**src/rtl/music_pkg.sv**
```systemverilog
`default_nettype none
// ============================================================================
// Module   : music_pkg
// Brief    : Shared widths, note-event layout and dispatcher state encoding.
// Revision : 1.0
// ============================================================================
package music_pkg;

    localparam int NOTE_W = 6;
    localparam int DUR_W  = 6;
    localparam int EVT_W  = NOTE_W + DUR_W;

    localparam logic [NOTE_W-1:0] REST_NOTE = '0;

    typedef struct packed {
        logic [NOTE_W-1:0] note;
        logic [DUR_W-1:0]  duration;
    } note_evt_t;

    // Dispatcher state is a pure function of FIFO occupancy.
    typedef enum logic [0:0] {
        ST_IDLE    = 1'b0,
        ST_PENDING = 1'b1
    } disp_state_e;

endpackage
`default_nettype wire

```
**src/rtl/dffr.sv**
```systemverilog
`default_nettype none
// ============================================================================
// Module   : dffr / dffre
// Brief    : Synchronous-reset register, plain and with load enable.
// Revision : 1.0
// ============================================================================
module dffr #(
    parameter int WIDTH = 1
) (
    input  logic             clk,
    input  logic             rst,
    input  logic [WIDTH-1:0] i_d,
    output logic [WIDTH-1:0] o_q
);

    always_ff @(posedge clk) begin
        if (rst) begin
            o_q <= '0;
        end else begin
            o_q <= i_d;
        end
    end

endmodule

module dffre #(
    parameter int WIDTH = 1
) (
    input  logic             clk,
    input  logic             rst,
    input  logic             i_en,
    input  logic [WIDTH-1:0] i_d,
    output logic [WIDTH-1:0] o_q
);

    always_ff @(posedge clk) begin
        if (rst) begin
            o_q <= '0;
        end else if (i_en) begin
            o_q <= i_d;
        end
    end

endmodule
`default_nettype wire

```
**src/rtl/note_fifo.sv**
```systemverilog
`default_nettype none
// ============================================================================
// Module   : note_fifo
// Brief    : Single-clock FIFO with push/pop/flush; head is always on o_data.
// Revision : 1.0
// ============================================================================
module note_fifo #(
    parameter int WIDTH = 12,
    parameter int DEPTH = 4
) (
    input  logic             clk,
    input  logic             rst,
    input  logic             i_push,
    input  logic             i_pop,
    input  logic             i_flush,
    input  logic [WIDTH-1:0] i_data,
    output logic [WIDTH-1:0] o_data,
    output logic             o_full,
    output logic             o_empty
);

    localparam int c_PTR_W = (DEPTH > 1) ? $clog2(DEPTH) : 1;
    localparam int c_CNT_W = $clog2(DEPTH) + 1;

    logic [c_PTR_W-1:0] wr_ptr_d, wr_ptr_q;
    logic [c_PTR_W-1:0] rd_ptr_d, rd_ptr_q;
    logic [c_CNT_W-1:0] count_d, count_q;
    logic [WIDTH-1:0]   w_mem [DEPTH];
    logic               w_write;

    assign w_write = i_push & ~i_flush;

    // Pointers wrap naturally because DEPTH is a power of two.
    always_comb begin
        wr_ptr_d = wr_ptr_q;
        rd_ptr_d = rd_ptr_q;
        count_d  = count_q;
        if (i_flush) begin
            wr_ptr_d = '0;
            rd_ptr_d = '0;
            count_d  = '0;
        end else begin
            if (i_push) begin
                wr_ptr_d = wr_ptr_q + c_PTR_W'(1);
            end
            if (i_pop) begin
                rd_ptr_d = rd_ptr_q + c_PTR_W'(1);
            end
            case ({i_push, i_pop})
                2'b10:   count_d = count_q + c_CNT_W'(1);
                2'b01:   count_d = count_q - c_CNT_W'(1);
                default: count_d = count_q;
            endcase
        end
    end

    dffr #(.WIDTH(c_PTR_W)) u_wr_ptr (.clk(clk), .rst(rst), .i_d(wr_ptr_d), .o_q(wr_ptr_q));
    dffr #(.WIDTH(c_PTR_W)) u_rd_ptr (.clk(clk), .rst(rst), .i_d(rd_ptr_d), .o_q(rd_ptr_q));
    dffr #(.WIDTH(c_CNT_W)) u_count  (.clk(clk), .rst(rst), .i_d(count_d),  .o_q(count_q));

    generate
        for (genvar i = 0; i < DEPTH; i++) begin : g_entry
            dffre #(.WIDTH(WIDTH)) u_mem (
                .clk  (clk),
                .rst  (rst),
                .i_en (w_write && (wr_ptr_q == c_PTR_W'(i))),
                .i_d  (i_data),
                .o_q  (w_mem[i])
            );
        end
    endgenerate

    assign o_data  = w_mem[rd_ptr_q];
    assign o_full  = (count_q == c_CNT_W'(DEPTH));
    assign o_empty = (count_q == '0);

endmodule
`default_nettype wire

```
**src/rtl/note_dispatcher.sv**
```systemverilog
`default_nettype none
// ============================================================================
// Module   : note_dispatcher
// Brief    : Buffers note events and hands each to the lowest-index free player.
// Revision : 1.0
// ============================================================================
module note_dispatcher #(
    parameter int NUM_PLAYERS = 3,
    parameter int FIFO_DEPTH  = 4,
    parameter int NOTE_W      = music_pkg::NOTE_W,
    parameter int DUR_W       = music_pkg::DUR_W
) (
    input  logic                   clk,
    input  logic                   reset,
    input  logic                   play,
    input  logic                   flush,
    input  logic                   in_valid,
    input  logic [NOTE_W-1:0]      in_note,
    input  logic [DUR_W-1:0]       in_duration,
    output logic                   in_ready,
    input  logic [NUM_PLAYERS-1:0] note_done,
    output logic [NUM_PLAYERS-1:0] player_new_note,
    output logic [NOTE_W-1:0]      player_note,
    output logic [DUR_W-1:0]       player_duration,
    output logic [NUM_PLAYERS-1:0] busy,
    output logic                   overflow
);

    import music_pkg::*;

    localparam int c_EVT_W = NOTE_W + DUR_W;

    logic [NUM_PLAYERS-1:0] busy_d, busy_q;
    logic [NUM_PLAYERS-1:0] new_note_d, new_note_q;
    logic [NOTE_W-1:0]      note_d, note_q;
    logic [DUR_W-1:0]       dur_d, dur_q;
    logic                   overflow_d, overflow_q;

    logic [c_EVT_W-1:0]     w_head;
    logic                   w_full;
    logic                   w_empty;
    logic                   w_push;
    logic                   w_dispatch;
    logic [NUM_PLAYERS-1:0] w_free_onehot;
    disp_state_e            w_state;

    note_fifo #(
        .WIDTH (c_EVT_W),
        .DEPTH (FIFO_DEPTH)
    ) u_fifo (
        .clk     (clk),
        .rst     (reset),
        .i_push  (w_push),
        .i_pop   (w_dispatch),
        .i_flush (flush),
        .i_data  ({in_note, in_duration}),
        .o_data  (w_head),
        .o_full  (w_full),
        .o_empty (w_empty)
    );

    assign w_state  = w_empty ? ST_IDLE : ST_PENDING;
    assign in_ready = ~w_full;
    assign w_push   = in_valid & ~w_full & ~flush;

    // Adding one to the busy vector ripples through the low run of ones,
    // leaving exactly the lowest clear bit set after masking with ~busy.
    assign w_free_onehot = ~busy_q & (busy_q + NUM_PLAYERS'(1));
    assign w_dispatch    = play & (w_state == ST_PENDING) & ~flush & ~(&busy_q);

    always_comb begin
        busy_d     = busy_q & ~note_done;
        new_note_d = '0;
        note_d     = note_q;
        dur_d      = dur_q;
        overflow_d = overflow_q | (in_valid & w_full & ~flush);
        if (w_dispatch) begin
            busy_d     = busy_d | w_free_onehot;
            new_note_d = w_free_onehot;
            note_d     = w_head[c_EVT_W-1:DUR_W];
            dur_d      = w_head[DUR_W-1:0];
        end
    end

    always_ff @(posedge clk) begin
        if (reset) begin
            busy_q     <= '0;
            new_note_q <= '0;
            note_q     <= '0;
            dur_q      <= '0;
            overflow_q <= 1'b0;
        end else begin
            busy_q     <= busy_d;
            new_note_q <= new_note_d;
            note_q     <= note_d;
            dur_q      <= dur_d;
            overflow_q <= overflow_d;
        end
    end

    assign busy            = busy_q;
    assign player_new_note = new_note_q;
    assign player_note     = note_q;
    assign player_duration = dur_q;
    assign overflow        = overflow_q;

endmodule
`default_nettype wire

```
**config.mk**
```make
export PLATFORM = sky130hd
export DESIGN_NAME = note_dispatcher
export DESIGN_NICKNAME = d
export VERILOG_FILES = /design/src/rtl/music_pkg.sv /design/src/rtl/dffr.sv /design/src/rtl/note_fifo.sv /design/src/rtl/note_dispatcher.sv
export SDC_FILE = /design/constraint.sdc
export NUM_CORES = 1
export LEC_CHECK = 0
export BUFFER_PORTS_ARGS = -buffer_cell sky130_fd_sc_hd__buf_4
export CORE_ASPECT_RATIO = 1.4
export CORE_MARGIN = 2
export CORE_UTILIZATION = 25
export CTS_CLUSTER_SIZE = 24
export DETAILED_ROUTE_END_ITERATION = 8
export PLACE_DENSITY_LB_ADDON = 0.08
export SLEW_MARGIN = 25
export SYNTH_ARGS = -nofsm -noshare
export SYNTH_HDL_FRONTEND = slang
export SYNTH_SLANG_ARGS = --single-unit
```
**constraint.sdc**
```tcl
create_clock -name clk -period 3.45 [get_ports clk]
set_clock_uncertainty 0.05 [all_clocks]
set_input_delay 0.345 -clock clk [delete_from_list [all_inputs] [get_ports clk]]
set_output_delay 0.345 -clock clk [all_outputs]
set_load 0.1 [all_outputs]
```
# After elaboration in Yosys (flattened, before gate mapping)
# Index checks and enable logic that the tools add are counted.
# totals
regBits,74
out_inout_bits,20
word_cells,59
# classes
addsub,5
order_cmp,1
n_eq_ne,6
muxes,6
bitwise,19
reduce_logical,10
# op_table
op,n
$bmux 12 s2,1
$mux 12,2
$and 1x1->1,8
$add 3x1->3 const B,2
$and 3x3->3,2
$eq 2x2->1 const B,3
$not 3->3,2
$pmux 3 s2,1
$add 2x1->2 const B,2
$eq 2x1->1 const B,2
$logic_and 1x1->1,4
$not 1->1,4
$reduce_or 2->1,2
$eq 3x3->1 const B,1
$ge 3x3->1 const B,1
$logic_not 3->1,1
$mux 3,1
$not 2->3,1
$or 3x3->3,1
$reduce_and 3->1,1
$sub 3x1->3 const B,1
$logic_not 2->1,1
$reduce_bool 2->1,1
$mux 1,1
$or 1x1->1,1

# Depth between registers and ports, before layout
# depth
word_depth,7
depth_mapped,11
mapped_depth_nobuf,9

# Hierarchy
# From an unflattened synthesis, not the netlist that was laid out.
# unflattened
cells_unflattened,294
area_unflattened_um2,3246.9
# by_module_without_submodules
mod,instances,cells_each,area_per_inst_um2,seq_area_each_um2
dffre,4,38,420.4,240.2
note_dispatcher,1,79,814.5,380.4
note_fifo,1,49,566.8,0.0
dffr (u_fifo.u_rd_ptr ...),2,4,52.6,40.0
dffr (u_fifo.u_count),1,6,78.8,60.1

# Worst setup path after synthesis
# OpenSTA, ideal clock, no wires.
# synth_timing
kind,reg-to-reg
from,reg busy_q[0] (netlist: busy[0])
to,reg u_fifo.u_count.o_q[2]
setup_time_ns,0.070
t_arrival_ns,2.794
path_slack_ns,0.536
stages_incl_launch_ff,12
period_less_slack_ns,2.914
path_cell_list,dfxtp_1 and3_1 clkbuf_1 buf_2 buf_4 nor2_1 ha_1 inv_1 fa_1 xor2_1 or3_1 a21oi_1
# synth_via
elab_chain_len,5
elab_cells_between_ends,7
cone_classes,2 x eq/ne; 1 x mux; 2 x bitwise; 2 x reduce/logical
# synth_lines
element,line,rtl
"start, declared",note_dispatcher.sv:33,"logic [NUM_PLAYERS-1:0] busy_d, busy_q;"
"start signal, assigned",note_dispatcher.sv:93,busy_q <= busy_d;
$reduce_and 3->1 (*),note_dispatcher.sv:69,assign w_dispatch = play & (w_state == ST_PENDING) & ~flush & ~(&busy_q);
$not 1->1 (*),note_dispatcher.sv:69,
$and 1x1->1 (*),note_dispatcher.sv:69,
via u_fifo.i_pop,note_fifo.sv:14,"input logic i_pop,"
$eq 2x1->1 / $eq 2x2->1 (equally long branches),note_fifo.sv:49,"case ({i_push, i_pop})"
$pmux 3 s2 / $reduce_bool 2->1 (equally long branches),n/a,
"end signal, assigned",dffr.sv:20,o_q <= i_d;
"end, declared",dffr.sv:13,output logic [WIDTH-1:0] o_q
# The timed path passes the listed nets; every way through them passes the cells marked *.
# A chain may end at the register's enable or synchronous reset.

# Worst setup path after layout
# layout_timing
from,reg u_fifo.u_count.o_q[2]
to,reg u_fifo.u_count.o_q[2]
# layout_via
elab_chain_len,7
elab_cells_between_ends,15
cone_classes,2 x add/sub; 3 x eq/ne; 2 x mux; 6 x bitwise; 2 x reduce/logical
# layout_lines
element,line,rtl
$logic_not 3->1,note_fifo.sv:75,assign o_empty = (count_q == '0);
$mux 1,note_dispatcher.sv:62,assign w_state = w_empty ? ST_IDLE : ST_PENDING;
$and 1x1->1 (3 in series),note_dispatcher.sv:69,
$eq 2x1->1 / $eq 2x2->1 (equally long branches),note_fifo.sv:49,
$pmux 3 s2 / $reduce_bool 2->1 (equally long branches),n/a,
# Several ways; a longest one is shown, not always the timed one.

==> impl_metrics.json <==
{
  "drive_gt1_frac": 0.1816,
  "ctsRootBufferMaster": "clkbuf_16",
  "core_area_mm2": 0.01378,
  "hold_viol": 0,
  "crit_path_top_delay_cell": "dfxtp_1",
  "cts_setup_buffers": 0,
  "ys_seq_area_frac": 0.4239,
  "finalMaxSlewViolations": 0,
  "grt_pass1_wl_um": 13420,
  "hold_buffers": 0,
  "ir_worst_vdd_mv": 0.1573,
  "via_per_inst": 4.366,
  "wirelength_um": 8429,
  "powerDensity_mw_per_mm2": 442.1,
  "ys_warn_count": 0,
  "insertion_delay_ps": 330,
  "max_stage_delay_ps": 390,
  "drc": 0,
  "p_sw_uw": 415.3,
  "routabilityCongestion": 0.6982,
  "synth_seq_cells": 74,
  "port_buffers": 39,
  "grtUsageTotal": 0.1178,
  "async_reset_ff_frac": 0,
  "ys_types": 34,
  "intPower_mw": 1.439,
  "vias": 2371,
  "worstHoldPathType": "in2reg",
  "maxCapViolations": 0,
  "antenna_found_initial": 0,
  "setup_viol": 0,
  "setup.worst_path.end_class": "register",
  "antenna_cells": 0,
  "grt_max_degree": 47,
  "arrival_ps": 2520,
  "clkTransAtPathRegs_ps": 60,
  "tns_ps": 0,
  "p_leak_nw": 1.745,
  "clock-sinks": 74,
  "timing.fmax_mhz": 434.2,
  "min_period_over_period": 0.6676,
  "ctsResizeCount": 0,
  "drt_pass1_iterations": 4,
  "htree_levels": 3,
  "path_delay_family": "simple AND/OR/NAND/NOR gates",
  "critPathLaunchType": "register",
  "ios": 40,
  "cts_tree": "built",
  "pwr-share-comb": 0.062,
  "cts_buffer_depth": 2,
  "cp_max_fo": 8,
  "synth_cells": 325,
  "synthFlopType": "dfxtp_1",
  "whs_ps": 225.4,
  "crit_chain": "nor3b_2 > inv_2 > nand2_1 > ha_1 > inv_1 > fa_1 > xor2_1 > or3_1 > a21oi_1",
  "die_width_um": 103.9,
  "run_status": "finished clean",
  "drt_iter0_drc": 90,
  "pre_cts_ws_ps": 1150,
  "die_y_um": 143.9,
  "avgRoutedWirePerCell_um": 15.52,
  "layout.cells.most_common_list": "74 x dfxtp_1, 65 x nand2b_1, 48 x mux2i_1",
  "timing.final.crit_period_ps": 2303,
  "path_buf_inv": 2,
  "swShare": 0.2240,
  "grt-ovfl-total": 0,
  "num_rows": 51,
  "dieArea_mm2": 0.01495,
  "syn_nets": 351,
  "slew_headroom": 0.3671,
  "pwr-share-seq": 0.470,
  "crit_required_ps": 3660,
  "drtAntennaViolNets": 0,
  "synth_edf_count": 0,
  "path_class": "reg2reg",
  "clockPowerShare": 0.468,
  "numCtsBuffers": 9,
  "dp_hpwl_um": 5397,
  "syn_area_per_cell_um2": 10.75,
  "final_common_cell": "dfxtp_1",
  "tightest_slew_ps": 949.3,
  "syn-cell-area_mm2": 0.003495,
  "nets": 380,
  "start_util": 0.2535,
  "fin_ws_ps": 1147,
  "area_growth_pct": 20.01,
  "rsz0062_at_grt": "no",
  "first_global_vias": 2481
}
## sequential cells by signal, summed over array words and instances (netlist names)
signal,flops
u_fifo.g_entry.u_mem.o_q,48
player_duration,6
player_note,6
busy,3
player_new_note,3
u_fifo.u_count.o_q,3
u_fifo.u_rd_ptr.o_q,2
u_fifo.u_wr_ptr.o_q,2
overflow,1
## worst paths after layout
check	to	cells after the start	from	slack (ps)
worst max-delay path	u_fifo.u_count.o_q[2]$_SDFFE_PP0P_	9	u_fifo.u_count.o_q[2]$_SDFFE_PP0P_	1150
worst min-delay path	busy[2]$_SDFF_PP0_	3	note_done[2]	230
worst min register to register	player_note[2]$_SDFFE_PP0N_	2	player_note[2]$_SDFFE_PP0N_	420
worst max register to register	u_fifo.u_count.o_q[2]$_SDFFE_PP0P_	9	u_fifo.u_count.o_q[2]$_SDFFE_PP0P_	1150
## Yosys cell counts, types with 2 or more instances
master / n / share of area
dfxtp_1: 74 / 0.42
nand2b_1: 65 / 0.12
mux2i_1: 48 / 0.14
a21oi_1: 21 / 0.030
clkbuf_1: 16 / 0.017
o31ai_1: 13 / 0.028
or4b_1: 12 / 0.034
mux4_1: 11 / 0.083
inv_1: 7 / 0.0075
nor2_1: 7 / 0.0075
ha_1: 5 / 0.018
nand3_1: 5 / 0.0072
buf_4: 4 / 0.0086
buf_2: 3 / 0.0043
nand2_1: 3 / 0.0032
o21ai_0: 3 / 0.0043
or3_1: 3 / 0.0054
and3_1: 2 / 0.0036
buf_1: 2 / 0.0021
buf_6: 2 / 0.0064
nor2b_1: 2 / 0.0036
nor3_1: 2 / 0.0029
nor4_1: 2 / 0.0036
or4_1: 2 / 0.0043
xor2_1: 2 / 0.0050
## stage by stage
stage               cells  power [mW]  utilization  area [um^2]
floorplan             325      0.9665            -         3495
global placement      528       1.008       0.2845         3921
detailed placement    528       1.008       0.2845         3921
CTS                   543       1.900       0.3043         4194
global route          543       1.946       0.3043         4194
finish                543       1.854       0.3043         4194
## kinds of logic after synthesis
logic type,count (synthesis),synth area share
AND/OR/NAND/NOR,109,0.2023
flip-flops,74,0.4239
multiplexers,61,0.2299
AO/OA/AOI/OAI,37,0.06230
buffers and inverters,36,0.05299
adder cells (fa/ha/maj),6,0.02363
XOR/XNOR,2,0.005013
## metal layers
metal / part of all wire / up-vias / global-route usage
li1: - / 1211 / -
met1: 0.48 / 1118 / 0.1457
met2: 0.47 / 35 / 0.1936
met3: 0.032 / 7 / 0.03265
met4: 0.015 / 0 / 0.04908
met5: 0 / - / 0
## layout make-up
type | instances | area (um^2)
fill | 1458 | 9589
multi-input combinational | 215 | 1833
sequential | 74 | 1481
timing repair buffer | 46 | 345.3
clock buffer | 13 | 260.3
tap | 185 | 231.5
inverter | 8 | 30.03
clock inverter | 2 | 12.51
## worst register-to-register path, stage by stage (launching register included)
cell and delay, ps:
dfxtp_1 390, nor3b_2 330, inv_2 130, nand2_1 120
ha_1 190, inv_1 60, fa_1 370, xor2_1 160
or3_1 310, a21oi_1 140
## power groups by stage
stage	sequential (mW)	clock, mW	combinational, mW
floorplan	0.894	0	0.0728
global placement	0.891	0	0.117
detailed placement	0.891	0	0.117
CTS	0.872	0.910	0.117
global route	0.873	0.948	0.125
finish	0.872	0.868	0.114
Note: power is estimated with default switching activity, not from simulation.
